### src/rtl/imem_port_arbiter_pkg.sv
// Shared constants and helpers for the instruction ROM port arbiter.
// Port indices, default widths and byte-to-word address conversion.
package imem_port_arbiter_pkg;

    localparam int ADDR_W_D = 32;
    localparam int DATA_W_D = 32;
    localparam int MEM_AW_D = 8;

    localparam logic PORT_IF = 1'b0;
    localparam logic PORT_LD = 1'b1;

    typedef struct packed {
        logic valid;
        logic tag;
    } inflight_t;

    // Callers truncate the result to the ROM word-address width.
    function automatic logic [63:0] byte_to_word(input logic [63:0] a);
        return {2'b00, a[63:2]};
    endfunction

endpackage

### src/rtl/imem_port_arbiter_rsp_slot.sv
// One-entry response buffer with valid/ready drain.
// Clear beats write, write beats drain.
module imem_port_arbiter_rsp_slot
    import imem_port_arbiter_pkg::*;
#(
    parameter int DATA_W = DATA_W_D
) (
    input  logic              i_clk,
    input  logic              i_rst,
    input  logic              i_wr,
    input  logic [DATA_W-1:0] i_wdata,
    input  logic              i_rd,
    input  logic              i_clr,
    output logic              o_valid,
    output logic [DATA_W-1:0] o_data
);

    logic              r_valid;
    logic [DATA_W-1:0] r_data;

    always_ff @(posedge i_clk or posedge i_rst) begin
        if (i_rst) begin
            r_valid <= 1'b0;
            r_data  <= '0;
        end else if (i_clr) begin
            r_valid <= 1'b0;
        end else if (i_wr) begin
            r_valid <= 1'b1;
            r_data  <= i_wdata;
        end else if (i_rd) begin
            r_valid <= 1'b0;
        end
    end

    assign o_valid = r_valid;
    assign o_data  = r_data;

endmodule

### src/rtl/imem_port_arbiter.sv
// Round-robin arbiter sharing one registered-address ROM between
// the fetch (IF) and load (LD) ports, one read in flight at a time.
module imem_port_arbiter
    import imem_port_arbiter_pkg::*;
#(
    parameter int ADDR_W = ADDR_W_D,
    parameter int DATA_W = DATA_W_D,
    parameter int MEM_AW = MEM_AW_D
) (
    input  logic              iCLK,
    input  logic              iRST,
    input  logic              if_req_valid,
    output logic              if_req_ready,
    input  logic [ADDR_W-1:0] if_req_addr,
    output logic              if_rsp_valid,
    input  logic              if_rsp_ready,
    output logic [DATA_W-1:0] if_rsp_data,
    input  logic              if_flush,
    input  logic              ld_req_valid,
    output logic              ld_req_ready,
    input  logic [ADDR_W-1:0] ld_req_addr,
    output logic              ld_rsp_valid,
    input  logic              ld_rsp_ready,
    output logic [DATA_W-1:0] ld_rsp_data,
    output logic [MEM_AW-1:0] mem_addr,
    input  logic [DATA_W-1:0] mem_rdata
);

    inflight_t         r_infl;
    logic              r_rr_last;
    logic [MEM_AW-1:0] r_hold;

    logic [MEM_AW-1:0] w_if_word;
    logic [MEM_AW-1:0] w_ld_word;
    logic              w_if_infl;
    logic              w_ld_infl;
    logic              w_if_elig;
    logic              w_ld_elig;
    logic              w_if_cand;
    logic              w_ld_cand;
    logic              w_gnt_if;
    logic              w_gnt_ld;
    logic              w_if_wr;
    logic              w_ld_wr;

    assign w_if_word = MEM_AW'(byte_to_word(64'(if_req_addr)));
    assign w_ld_word = MEM_AW'(byte_to_word(64'(ld_req_addr)));

    assign w_if_infl = r_infl.valid && (r_infl.tag == PORT_IF);
    assign w_ld_infl = r_infl.valid && (r_infl.tag == PORT_LD);

    // A port may only be granted if its slot is guaranteed free on landing.
    assign w_if_elig = !iRST && !if_flush && !w_if_infl
                     && (!if_rsp_valid || if_rsp_ready);
    assign w_ld_elig = !iRST && !w_ld_infl
                     && (!ld_rsp_valid || ld_rsp_ready);

    assign w_if_cand = if_req_valid && w_if_elig;
    assign w_ld_cand = ld_req_valid && w_ld_elig;

    always_comb begin
        w_gnt_if = 1'b0;
        w_gnt_ld = 1'b0;
        if (w_if_cand && w_ld_cand) begin
            if (r_rr_last == PORT_LD) begin
                w_gnt_if = 1'b1;
            end else begin
                w_gnt_ld = 1'b1;
            end
        end else begin
            w_gnt_if = w_if_cand;
            w_gnt_ld = w_ld_cand;
        end
    end

    assign if_req_ready = w_gnt_if;
    assign ld_req_ready = w_gnt_ld;

    always_comb begin
        mem_addr = r_hold;
        if (w_gnt_if) begin
            mem_addr = w_if_word;
        end else if (w_gnt_ld) begin
            mem_addr = w_ld_word;
        end
    end

    always_ff @(posedge iCLK or posedge iRST) begin
        if (iRST) begin
            r_infl    <= '0;
            r_rr_last <= PORT_LD;
            r_hold    <= '0;
        end else begin
            r_infl.valid <= w_gnt_if || w_gnt_ld;
            r_infl.tag   <= w_gnt_ld ? PORT_LD : PORT_IF;
            if (w_gnt_if || w_gnt_ld) begin
                r_rr_last <= w_gnt_ld ? PORT_LD : PORT_IF;
                r_hold    <= mem_addr;
            end
        end
    end

    // A flush during the landing cycle kills the in-flight fetch word.
    assign w_if_wr = w_if_infl && !if_flush;
    assign w_ld_wr = w_ld_infl;

    imem_port_arbiter_rsp_slot #(
        .DATA_W (DATA_W)
    ) u_if_slot (
        .i_clk   (iCLK),
        .i_rst   (iRST),
        .i_wr    (w_if_wr),
        .i_wdata (mem_rdata),
        .i_rd    (if_rsp_ready),
        .i_clr   (if_flush),
        .o_valid (if_rsp_valid),
        .o_data  (if_rsp_data)
    );

    imem_port_arbiter_rsp_slot #(
        .DATA_W (DATA_W)
    ) u_ld_slot (
        .i_clk   (iCLK),
        .i_rst   (iRST),
        .i_wr    (w_ld_wr),
        .i_wdata (mem_rdata),
        .i_rd    (ld_rsp_ready),
        .i_clr   (1'b0),
        .o_valid (ld_rsp_valid),
        .o_data  (ld_rsp_data)
    );

endmodule

### config.mk
export PLATFORM = sky130hd
export DESIGN_NAME = imem_port_arbiter
export DESIGN_NICKNAME = d
export VERILOG_FILES = /design/src/rtl/imem_port_arbiter_pkg.sv /design/src/rtl/imem_port_arbiter_rsp_slot.sv /design/src/rtl/imem_port_arbiter.sv
export SDC_FILE = /design/constraint.sdc
export NUM_CORES = 1
export LEC_CHECK = 0
export ABC_CLOCK_PERIOD_IN_PS = 2100
export CORE_UTILIZATION = 40
export DETAILED_ROUTE_END_ITERATION = 8
export DONT_BUFFER_PORTS = 1
export PLACE_DENSITY_LB_ADDON = 0.08
export SYNTH_ARGS = -nofsm -noshare
export SYNTH_HDL_FRONTEND = slang
export SYNTH_HIERARCHICAL = 1
export SYNTH_SLANG_ARGS = --single-unit
### constraint.sdc
create_clock -name iCLK -period 2.1 [get_ports iCLK]
set_clock_uncertainty 0.05 [all_clocks]
set_input_delay 0.21 -clock iCLK [delete_from_list [all_inputs] [get_ports iCLK]]
set_output_delay 0.21 -clock iCLK [all_outputs]
set_load 0.01 [all_outputs]
# After elaboration in Yosys (flattened, before gate mapping)
# Cells that the tools add are included.
# word_totals
elab_cells	45
reg_bits	77
input_bits	103
out_inout_bits	76
# op_classes
mux	12
bitwise_logic	2
reduce_logical	23
# op_table
operator	n
two-way mux 8 bit	2
logical AND 1 bit	11
two-way mux 1 bit	10
zero test 1 bit	6
logical OR 1 bit	3
nonzero test 3 bit	1
inverter 1 bit	2
AND reduction 2 bit	1
nonzero test 2 bit	1

# Logic depth before layout (Yosys ltp)
# Gate-level depths: netlist of the first run.
# logic_depth
ltp_word	10
depth_mapped	7
mapped_depth_nobuf	4

# Modules after synthesis
# Netlist of the first run, hierarchy kept.
# modules_own_cells
mod	cells_per_inst	n_inst	area_per_inst_um2	seq_area_each_um2
imem_port_arbiter_rsp_slot	74	2	1402.6	825.8
imem_port_arbiter	61	1	659.4	276.5

# Worst setup path after synthesis of the first run
# OpenSTA, ideal clock, no wires.
# synth_path
path_kind	register to output
start	reg r_infl[0] in the netlist's numbering
end	out mem_addr[1]
n_path_buf	3
t_arrival_ps	1636
required_time_ps	1840
stages_incl_launch_ff	8
setup_slack_ps	204
cell_sequence	dfrtp_1 > a21bo_1 > or3_1 > buf_6 > o21ba_4 > buf_6 > buf_12 > a221o_2
# synth_via
elab_chain_len	10
word_cells_on_any_way	16
cone_classes	mux (4); bitwise (1); reduce/logical (11)
# synth_rtl
item	line_no	source
start, declared	imem_port_arbiter.sv:29	inflight_t r_infl;
inverter 1 bit	imem_port_arbiter.sv:49	assign w_if_infl = r_infl.valid && (r_infl.tag == PORT_IF);
logical AND 1 bit	imem_port_arbiter.sv:49	
zero test 1 bit	imem_port_arbiter.sv:53	assign w_if_elig = !iRST && !if_flush && !w_if_infl
logical AND 1 bit	imem_port_arbiter.sv:53	
logical AND 1 bit	imem_port_arbiter.sv:54	&& (!if_rsp_valid || if_rsp_ready);
logical AND 1 bit	imem_port_arbiter.sv:58	assign w_if_cand = if_req_valid && w_if_elig;
logical AND 1 bit	imem_port_arbiter.sv:64	if (w_if_cand && w_ld_cand) begin
two-way mux 1 bit (*)	imem_port_arbiter.sv:64	
net ld_req_ready	imem_port_arbiter.sv:20	output logic ld_req_ready,
two-way mux 8 bit (*)	imem_port_arbiter.sv:83	end else if (w_gnt_ld) begin
two-way mux 8 bit (*)	imem_port_arbiter.sv:81	if (w_gnt_if) begin
end, declared	imem_port_arbiter.sv:25	output logic [MEM_AW-1:0] mem_addr,
# Mark *: on every way through the listed nets, which the timed path passes. The rest lies on a longest branch.

# Final worst setup path of the first run
# layout_path
start	reg r_infl[0] in the netlist's numbering
end	out mem_addr[3]
# layout_via
elab_chain_len	10
word_cells_on_any_way	16
cone_classes	mux (4); bitwise (1); reduce/logical (11)
# layout_rtl
item	line_no
inverter 1 bit	imem_port_arbiter.sv:49
logical AND 1 bit	imem_port_arbiter.sv:49
zero test 1 bit	imem_port_arbiter.sv:53
logical AND 1 bit	imem_port_arbiter.sv:53
logical AND 1 bit	imem_port_arbiter.sv:54
logical AND 1 bit	imem_port_arbiter.sv:58
logical AND 1 bit	imem_port_arbiter.sv:64
two-way mux 1 bit	imem_port_arbiter.sv:64
two-way mux 8 bit	imem_port_arbiter.sv:83
two-way mux 8 bit (*)	imem_port_arbiter.sv:81
# Every way passes the cells marked *; elsewhere a longest branch is shown, timed or not.

==> metrics.cfg, run 1 <==
[cts]
cts_buffer_depth = 2
cts_made_buffers = 9
clkSlewWorstSetupHoldPaths_ns = 0.08
insertion_delay_ns = 0.34
cts.htree.levels = 3
root_buffer = clkbuf_8
cts_tree = yes
clock_sinks = 77

[synth]
syn_area_mm2 = 0.003465
synth_top_area_cell = dfrtp_1
synth-seq-cells = 77
synth_cell_types = 24
synth-warning-count = 6
synth_edf_count = 0
synth_top_flop_cell = dfrtp_1
ys_top_cells_by_count = dfrtp_1 (76), mux2_4 (60), inv_1 (10)
yosysMostFrequentCell = dfrtp_1
syn_area_per_cell_um2 = 16.58
synth_top_area_share_pct = 54.89
yosys-top-cells-area = dfrtp_1 (55%), mux2_4 (26%), buf_12 (4.0%)
seq_area_frac_synth_pct = 55.65
ys_async_sr_fraction_pct = 100.0
syn_inst = 209

[finish]
drive_above_1_share_pct = 43.06
layout-area-overhead-vs-synth_pct = 26.40
fin_nets = 379
fillers = 669
register_area_mm2 = 0.001928
multi_input_area_mm2 = 0.001419
n_antenna_cell = 0

[setup_path]
path_class = reg2out
arrival_ns = 1.97
crit_path_start_kind = flop
cp.required_ns = 1.84
critPathMaxFanout = 7
critPathCaptureType = output port

[run_status]
failed_checks = setup timing
status = complete, but fails checks

[power_and_ir_drop]
power.leakage_nw = 1.959
p_per_area_mw_per_mm2 = 1011
total_power_mw = 4.427
vdd_drop_max_mv = 0.4166

[floorplan]
initial_core_util_pct = 41.75
die_width_um = 95.07
dieHeight_um = 95.07
die-area_mm2 = 0.009037
fp-row-count = 33
core_area_mm2 = 0.008299
ioPinCount = 179

[grt]
antenna_found_initial = 0
grt_max_degree = 24
grt-ovfl-total = 0
grt_use_total_pct = 17.59
grt_pass1_wl_um = 11820
grt_pass1_vias = 2265

[route]
post_drt_wl_per_cell_um = 20.26
dr.pass1.iters = 4
wirelength_um = 7822
drtIter0Drc = 84
vias = 2049
drc = 0
avgViaCountPerCell = 5.308
drtAntennaViolNets = 0

[place]
gp_congestion = 0.7214
hpwlAfterDp_um = 4700
portBuffers = 0

[hold_path]
hold_class = in2reg

[flow_run]
max-cap-violations = 0

[timing]
hold_viol_final = 0
maxSlewHeadroom_pct = 55.41
fmax_mhz = 447.7
fin_ws_ns = -0.1338
rsz0062_at_grt = true
fin_crit_sh_pct = 106.4
worst_pin_slew_ns = 0.6681
setup_viol = 8
maxSlewViolCount = 0
finalCriticalPeriod_ns = 2.234
fin_tns_setup_ns = -0.6459

## power breakdown
group | internal [mW] | total (mW) | switching, mW
Combinational | 0.639 | 0.917 | 0.278
Sequential | 1.89 | 2.36 | 0.474
Clock | 0.589 | 1.15 | 0.559
## flip-flops by register name, indices dropped and copies added (netlist names)
register / flops
r_rr_last: 1
u_ld_slot/o_data: 32
u_if_slot/o_data: 32
u_ld_slot/o_valid: 1
u_if_slot/o_valid: 1
r_infl: 2
r_hold: 8
## layout by cell type, fill, tap and decap left out, drive strengths merged, types with 3 or more instances in the layout
cell / count
dfrtp: 76
mux2: 64
dlygate4sd3: 51
buf: 14
a221o: 14
inv: 11
clkbuf: 10
and3: 7
nor2: 4
nand2b: 3
a21oi: 3
o21ba: 3
nor2b: 3
## kinds of logic (layout without fill, tap and decap cells)
group                  after synthesis  in the layout  share of synthesized area [%]
other                                1              2                         0.1082
DFF                                 77             77                          55.65
buffers and inverters               23             91                          6.645
AOI/OAI and AO/OA                   22             24                          6.248
and+or+nand+nor                     22             23                          4.045
muxes                               64             64                          27.30
## worst paths after layout
kind / slack, ns / depth (start not counted) / end / startpoint
worst max-delay path: -0.13 / 4 / mem_addr[3] / r_infl[0]$_DFF_PP0_
worst min-delay path: 0.14 / 2 / r_hold[0]$_DFFE_PP0P_ / if_req_addr[2]
worst max register to register: 0.33 / 5 / r_hold[0]$_DFFE_PP0P_ / r_infl[0]$_DFF_PP0_
worst min register to register: 0.52 / 2 / r_hold[0]$_DFFE_PP0P_ / r_hold[0]$_DFFE_PP0P_
max in group asynchronous: 0.99 / 3 / u_ld_slot/o_data[15]$_DFFE_PP0P_ / iRST
min in group asynchronous: 0.34 / 2 / r_infl[1]$_DFF_PP0_ / iRST
## through the flow
step | cells | area, µm² | hold WS [ns] | util [%] | setup slack (ns)
after floorplan | 210 | 3468 | 0.01172 | - | 0.2036
after detailed placement | 311 | 3512 | 0.06218 | 42.32 | 0.04613
after CTS | 381 | 4282 | 0.1320 | 51.59 | -0.1509
after global routing | 386 | 4379 | 0.1875 | 52.77 | -0.1963
final | 386 | 4379 | 0.1449 | 52.77 | -0.1338
after global placement | 311 | 3512 | 0.05241 | 42.32 | 0.09896
## timing repair
item	in CTS	in global routing
hold buffers	51	0
setup endpoints to repair	10	8
cloned	2	2
pin swaps	5	5
endpoints found under the hold margin	109	0
resized for setup	6	12
setup buffers	1	3
## per-layer routing
layer | up-vias | global-route usage (%) | wire [µm]
met1 | 1055 | 19.36 | 3074
met4 | 0 | 8.712 | 166
met5 | - | 0 | 0
li1 | 881 | - | -
met3 | 17 | 5.024 | 516
met2 | 96 | 30.83 | 4065
## area by class of cell
cell class                 instances  share of cell area, %
timing repair buffer              65                  14.94
clock buffer                      10                  3.143
inverter                          10                 0.8571
clock inverter                     6                  1.629
tap                              105                  3.000
sequential                        77                  44.03
multi-input combinational        113                  32.40
## critical path, cell delays in order (launching register included)
cell,delay (ns)
dfrtp_1,0.39
a21bo_1,0.23
or3_4,0.43
and3_1,0.24
a221o_2,0.35
Note: power is estimated with default switching activity, not from simulation.
==> run 2, diff against run 1 <==
--- a/config.mk
+++ b/config.mk
@@ -5,7 +5,7 @@
 export SDC_FILE = /design/constraint.sdc
 export NUM_CORES = 1
 export LEC_CHECK = 0
-export ABC_CLOCK_PERIOD_IN_PS = 2100
+export ABC_CLOCK_PERIOD_IN_PS = 2450
 export CORE_UTILIZATION = 40
 export DETAILED_ROUTE_END_ITERATION = 8
 export DONT_BUFFER_PORTS = 1
==> constraint.sdc (replaced) <==
create_clock -name iCLK -period 2.45 [get_ports iCLK]
set_clock_uncertainty 0.05 [all_clocks]
set_input_delay 0.245 -clock iCLK [delete_from_list [all_inputs] [get_ports iCLK]]
set_output_delay 0.245 -clock iCLK [all_outputs]
set_load 0.01 [all_outputs]
==> metrics.cfg, run 2 (synthesis results as in run 1) <==
[finish]
multi_input_area_mm2 = 0.001334
layout-area-overhead-vs-synth_pct = 19.54
final_cell_mix = dfrtp_1 (76), mux2_4 (60), dlygate4sd3_1 (44)
fillers = 691
register_area_mm2 = 0.001928
fin_nets = 362
drive_above_1_share_pct = 37.64
layout_commonest_cell = dfrtp_1
fin_util_pct = 49.90
n_antenna_cell = 0

[power_and_ir_drop]
p_clk_share_pct = 27.2
power.share.switching_pct = 28.58
p_per_area_mw_per_mm2 = 917.0
seqPwrFrac_pct = 53.2
p_int_mw = 2.712
p_switching_mw = 1.086
vdd_drop_max_mv = 0.3147
pwr-share-comb_pct = 19.5
power.leakage_nw = 1.880

[setup_path]
cp.required_ns = 2.15
critPathCaptureType = output port
critPathMaxFanout = 11
crit_slowest_cell = or3_4
regToRegSetupSlack_ns = 0.20
arrival_ns = 1.97
path_class = reg2out
slowest_delay_ns = 0.43
crit_path_start_kind = flop
cp_cell_sequence = a21bo_1 > or3_4 > and3_1 > a221o_2

[timing]
hold_viol_final = 0
fin_tns_setup_ns = 0
maxSlewHeadroom_pct = 56.30
maxSlewViolCount = 0
finalCriticalPeriod_ns = 2.261
fmax_mhz = 442.3
rsz0062_at_grt = false
fin_crit_sh_pct = 92.27
worst_pin_slew_ns = 0.6549
setup_viol = 0

[floorplan]
dieHeight_um = 95.07
die_width_um = 95.07
initial_core_util_pct = 41.75
ioPinCount = 179
fp-row-count = 33
die-area_mm2 = 0.009037
core_area_mm2 = 0.008299

[cts]
clock_sinks = 77
cts.htree.levels = 3
cts_made_buffers = 9
cts_setup_buffers = 0
insertion_delay_ns = 0.34
cts_tree = yes
clkSlewWorstSetupHoldPaths_ns = 0.08
root_buffer = clkbuf_8
cts_buffer_depth = 2

[place]
hpwlAfterDp_um = 4513
portBuffers = 0
gp_congestion = 0.7238

[grt]
grt-ovfl-total = 0
grt_pass1_vias = 2101
grt_max_degree = 29
grt_pass1_wl_um = 10810
grt_use_total_pct = 16.17
antenna_found_initial = 0

[route]
post_drt_wl_per_cell_um = 19.71
vias = 1914
drtAntennaViolNets = 0
dr.pass1.iters = 4
avgViaCountPerCell = 5.201
drtIter0Drc = 55
drc = 0
wirelength_um = 7255

[run_status]
status = complete, no violations

[hold_path]
hold_class = in2reg

[flow_run]
max-cap-violations = 0

## run 2: cell types whose count changed in the layout (fill, tap and decap cells not counted), sizes merged
cell,before,now
o21ba,3,2
or3,2,1
dlygate4sd3,51,44
bufinv,1,2
clkinv,2,1
clkinvlp,2,1
buf,14,6
## run 2: cell type report
type	instances	area share, %
Sequential cell	77	46.56
Multi-Input combinational cell	111	32.21
Timing Repair Buffer	50	12.02
Tap cell	105	3.172
Clock buffer	10	3.082
Clock inverter	5	2.054
Inverter	10	0.9063
## run 2: per-layer routing
metal / wire [µm] / track usage, % / vias to the layer above
met2: 3655 / 25.95 / 89
met1: 3056 / 20.43 / 972
met5: 0 / 0 / -
met3: 428 / 4.226 / 12
met4: 114 / 7.197 / 0
li1: - / - / 841
## run 2: timing repair
item                                    CTS  global route
cloned                                    0             1
hold buffers                             44             0
endpoints found under the setup margin    7             8
resized for setup                         1             2
hold endpoints to repair                103             0
## run 2: path summary, 6_finish.rpt
check | from | end | cells after the start
min | if_rsp_ready | u_if_slot/o_valid$_DFFE_PP0P_ | 2
max reg2reg | r_infl[0]$_DFF_PP0_ | r_hold[2]$_DFFE_PP0P_ | 5
min reg2reg | r_rr_last$_DFFE_PP1P_ | r_rr_last$_DFFE_PP1P_ | 2
max in group asynchronous | iRST | u_ld_slot/o_data[22]$_DFFE_PP0P_ | 3
max | r_infl[0]$_DFF_PP0_ | mem_addr[4] | 4
min in group asynchronous | iRST | r_hold[0]$_DFFE_PP0P_ | 2
## run 2: worst max-delay path, delay by kind of cell (launching register included)
kind,cells,cell delay [ns]
AND/OR/NAND/NOR,2,0.67
flip-flops,1,0.39
AO/OA/AOI/OAI,2,0.56
## run 2: power by group through the flow
| stage | sequential [mW] | combinational, mW | clock, mW |
|---|---|---|---|
| after floorplan | 1.96 | 0.603 | 0 |
| after global placement | 2.04 | 0.634 | 0 |
| after detailed placement | 2.04 | 0.651 | 0 |
| after CTS | 2.03 | 0.735 | 1.07 |
| after global routing | 2.07 | 0.795 | 1.14 |
| final | 2.02 | 0.742 | 1.03 |
## run 2: metrics by stage
stage	std cells	hold WS (ns)	worst slack [ns]	power (mW)	cell area [µm²]
2_1_floorplan	210	0.04672	0.5186	2.561	3468
3_3_place_gp	308	0.08563	0.4015	2.678	3465
3_5_place_dp	308	0.09991	0.3682	2.691	3465
4_1_cts	367	0.007692	0.01143	3.826	4120
5_1_grt	368	0.01978	0.1031	4.001	4141
6_report	368	0.03611	0.1893	3.798	4141
==> run 3, diff against run 2 <==
--- a/config.mk
+++ b/config.mk
@@ -10,6 +10,7 @@
 export DETAILED_ROUTE_END_ITERATION = 8
 export DONT_BUFFER_PORTS = 1
 export PLACE_DENSITY_LB_ADDON = 0.08
+export SKIP_LAST_GASP = 1
 export SYNTH_ARGS = -nofsm -noshare
 export SYNTH_HDL_FRONTEND = slang
 export SYNTH_HIERARCHICAL = 1
==> metrics.cfg, run 3 (synthesis results as in run 1) <==
[cts]
root_buffer = clkbuf_8
cts_made_buffers = 9
cts_buffer_depth = 2
clkSlewWorstSetupHoldPaths_ns = 0.08
clock_sinks = 77
cts_setup_buffers = 0
insertion_delay_ns = 0.34
cts.htree.levels = 3
cts_tree = yes

[setup_path]
ff2ff_path_depth = 5
regToRegSetupSlack_ns = 0.09
arrival_ns = 2.08
critPathCaptureType = output port
critPathMaxFanout = 11
timing.rr.end = r_hold[2]$_DFFE_PP0P_
timing.rr.start = r_infl[0]$_DFF_PP0_
path_class = reg2out
cp.required_ns = 2.15
crit_path_start_kind = flop

[floorplan]
initial_core_util_pct = 41.75
ioPinCount = 179
fp-row-count = 33
dieHeight_um = 95.07
die-area_mm2 = 0.009037
core_area_mm2 = 0.008299
die_width_um = 95.07

[route]
avgViaCountPerCell = 5.193
dr.pass1.iters = 4
wirelength_um = 7235
drc = 0
vias = 1911
drtIter0Drc = 46
drtAntennaViolNets = 0
post_drt_wl_per_cell_um = 19.66

[timing]
maxSlewHeadroom_pct = 56.52
hold_viol_final = 0
worst_pin_slew_ns = 0.6516
fmax_mhz = 421.6
fin_crit_sh_pct = 96.81
maxSlewViolCount = 0
fin_ws_ns = 0.07817
rsz0062_at_grt = true
setup_viol = 0
finalCriticalPeriod_ns = 2.372

[grt]
grt_util_met3_pct = 4.226
grt_max_degree = 29
grt-ovfl-total = 0
grt_use_total_pct = 16.17
grtUsageMet1_pct = 20.43
grt_pass1_wl_um = 10810
antenna_found_initial = 0
grt_pass1_vias = 2101
grt_busiest_layer = met2
use_met2_pct = 25.95

[flow_run]
max-cap-violations = 0

[hold_path]
hold-path-endpoint = u_if_slot/o_valid$_DFFE_PP0P_
hold_class = in2reg
hp-start = if_rsp_ready
hold_path_depth = 2

[power_and_ir_drop]
power.share.switching_pct = 28.59
p_switching_mw = 1.086
seqPwrFrac_pct = 53.2
power.leakage_nw = 1.879
vdd_drop_max_mv = 0.3149
p_per_area_mw_per_mm2 = 917.9
pwr-share-comb_pct = 19.5
p_clk_share_pct = 27.2
p_int_mw = 2.711

[finish]
fin_util_pct = 49.84
n_antenna_cell = 0
fin_nets = 362
layout_commonest_cell = dfrtp_1
fillers = 691
final_cell_mix = dfrtp_1 (76), mux2_4 (60), dlygate4sd3_1 (44)
final_cells = 368
drive_above_1_share_pct = 37.26
layout-area-overhead-vs-synth_pct = 19.39

[place]
hpwlAfterDp_um = 4513
gp_congestion = 0.7238
post-place-cells = 308
portBuffers = 0
dp_slack_ns = 0.3682

[run_status]
status = complete, no violations

==> run 3: changes by cell type in the layout (fill, tap and decap cells not counted) <==
cell / change
or3_4: -1
or3_1: +1
==> run 3: worst max-delay path by stage <==
stage,from,to,slack (ns)
after global routing,r_infl[0]$_DFF_PP0_,mem_addr[0],-0.02
after global placement,r_infl[0]$_DFF_PP0_,mem_addr[0],0.40
final,r_infl[0]$_DFF_PP0_,mem_addr[4],0.08
after detailed placement,u_if_slot/o_valid$_DFFE_PP0P_,mem_addr[5],0.37
after CTS,r_infl[0]$_DFF_PP0_,mem_addr[0],0.01
after floorplan,r_infl[0]$_DFF_PP0_,mem_addr[1],0.52
==> run 3: power groups by stage <==
stage / clock network, mW / registers (mW) / logic (mW)
3_3_place_gp: 0 / 2.04 / 0.634
5_1_grt: 1.14 / 2.07 / 0.794
6_report: 1.03 / 2.02 / 0.741
2_1_floorplan: 0 / 1.96 / 0.603
3_5_place_dp: 0 / 2.04 / 0.651
4_1_cts: 1.07 / 2.03 / 0.735
==> run 3: cell type report <==
cell class	count	area, µm²	share of cell area, %
sequential	77	1928	46.61
clock inverter	5	85.08	2.057
multi-input combinational	111	1329	32.12
tap	105	131.4	3.176
clock buffer	10	127.6	3.085
timing repair buffer	50	498.0	12.04
inverter	10	37.54	0.9074
==> run 3: per-layer routing <==
layer  share of wire, %  wire, µm
met1                 42      3035
met2                 51      3655
met3                5.9       430
met4                1.6       114
met5                  0         0
==> run 3: what timing repair did <==
action                                  in CTS  in global routing
hold buffers                                44                  0
endpoints found under the hold margin      103                  0
cloned                                       0                  1
endpoints found under the setup margin       7                  8
gates resized for setup                      1                  1
==> run 3: worst max-delay path, cell delays in order (launching register included) <==
cell and delay [ns]:
dfrtp_1 0.39, a21bo_1 0.20, or3_1 0.50, and3_1 0.29, a221o_2 0.35
==> run 3: metrics by stage <==
stage	setup TNS, ns	hold WS [ns]	total power [mW]	cell area (µm²)
3_3_place_gp	0	0.08563	2.678	3465
4_1_cts	0	0.007692	3.826	4120
6_report	0	0.02720	3.797	4136
3_5_place_dp	0	0.09991	2.691	3465
5_1_grt	-0.02038	0.01978	4.000	4136
2_1_floorplan	0	0.04672	2.561	3468
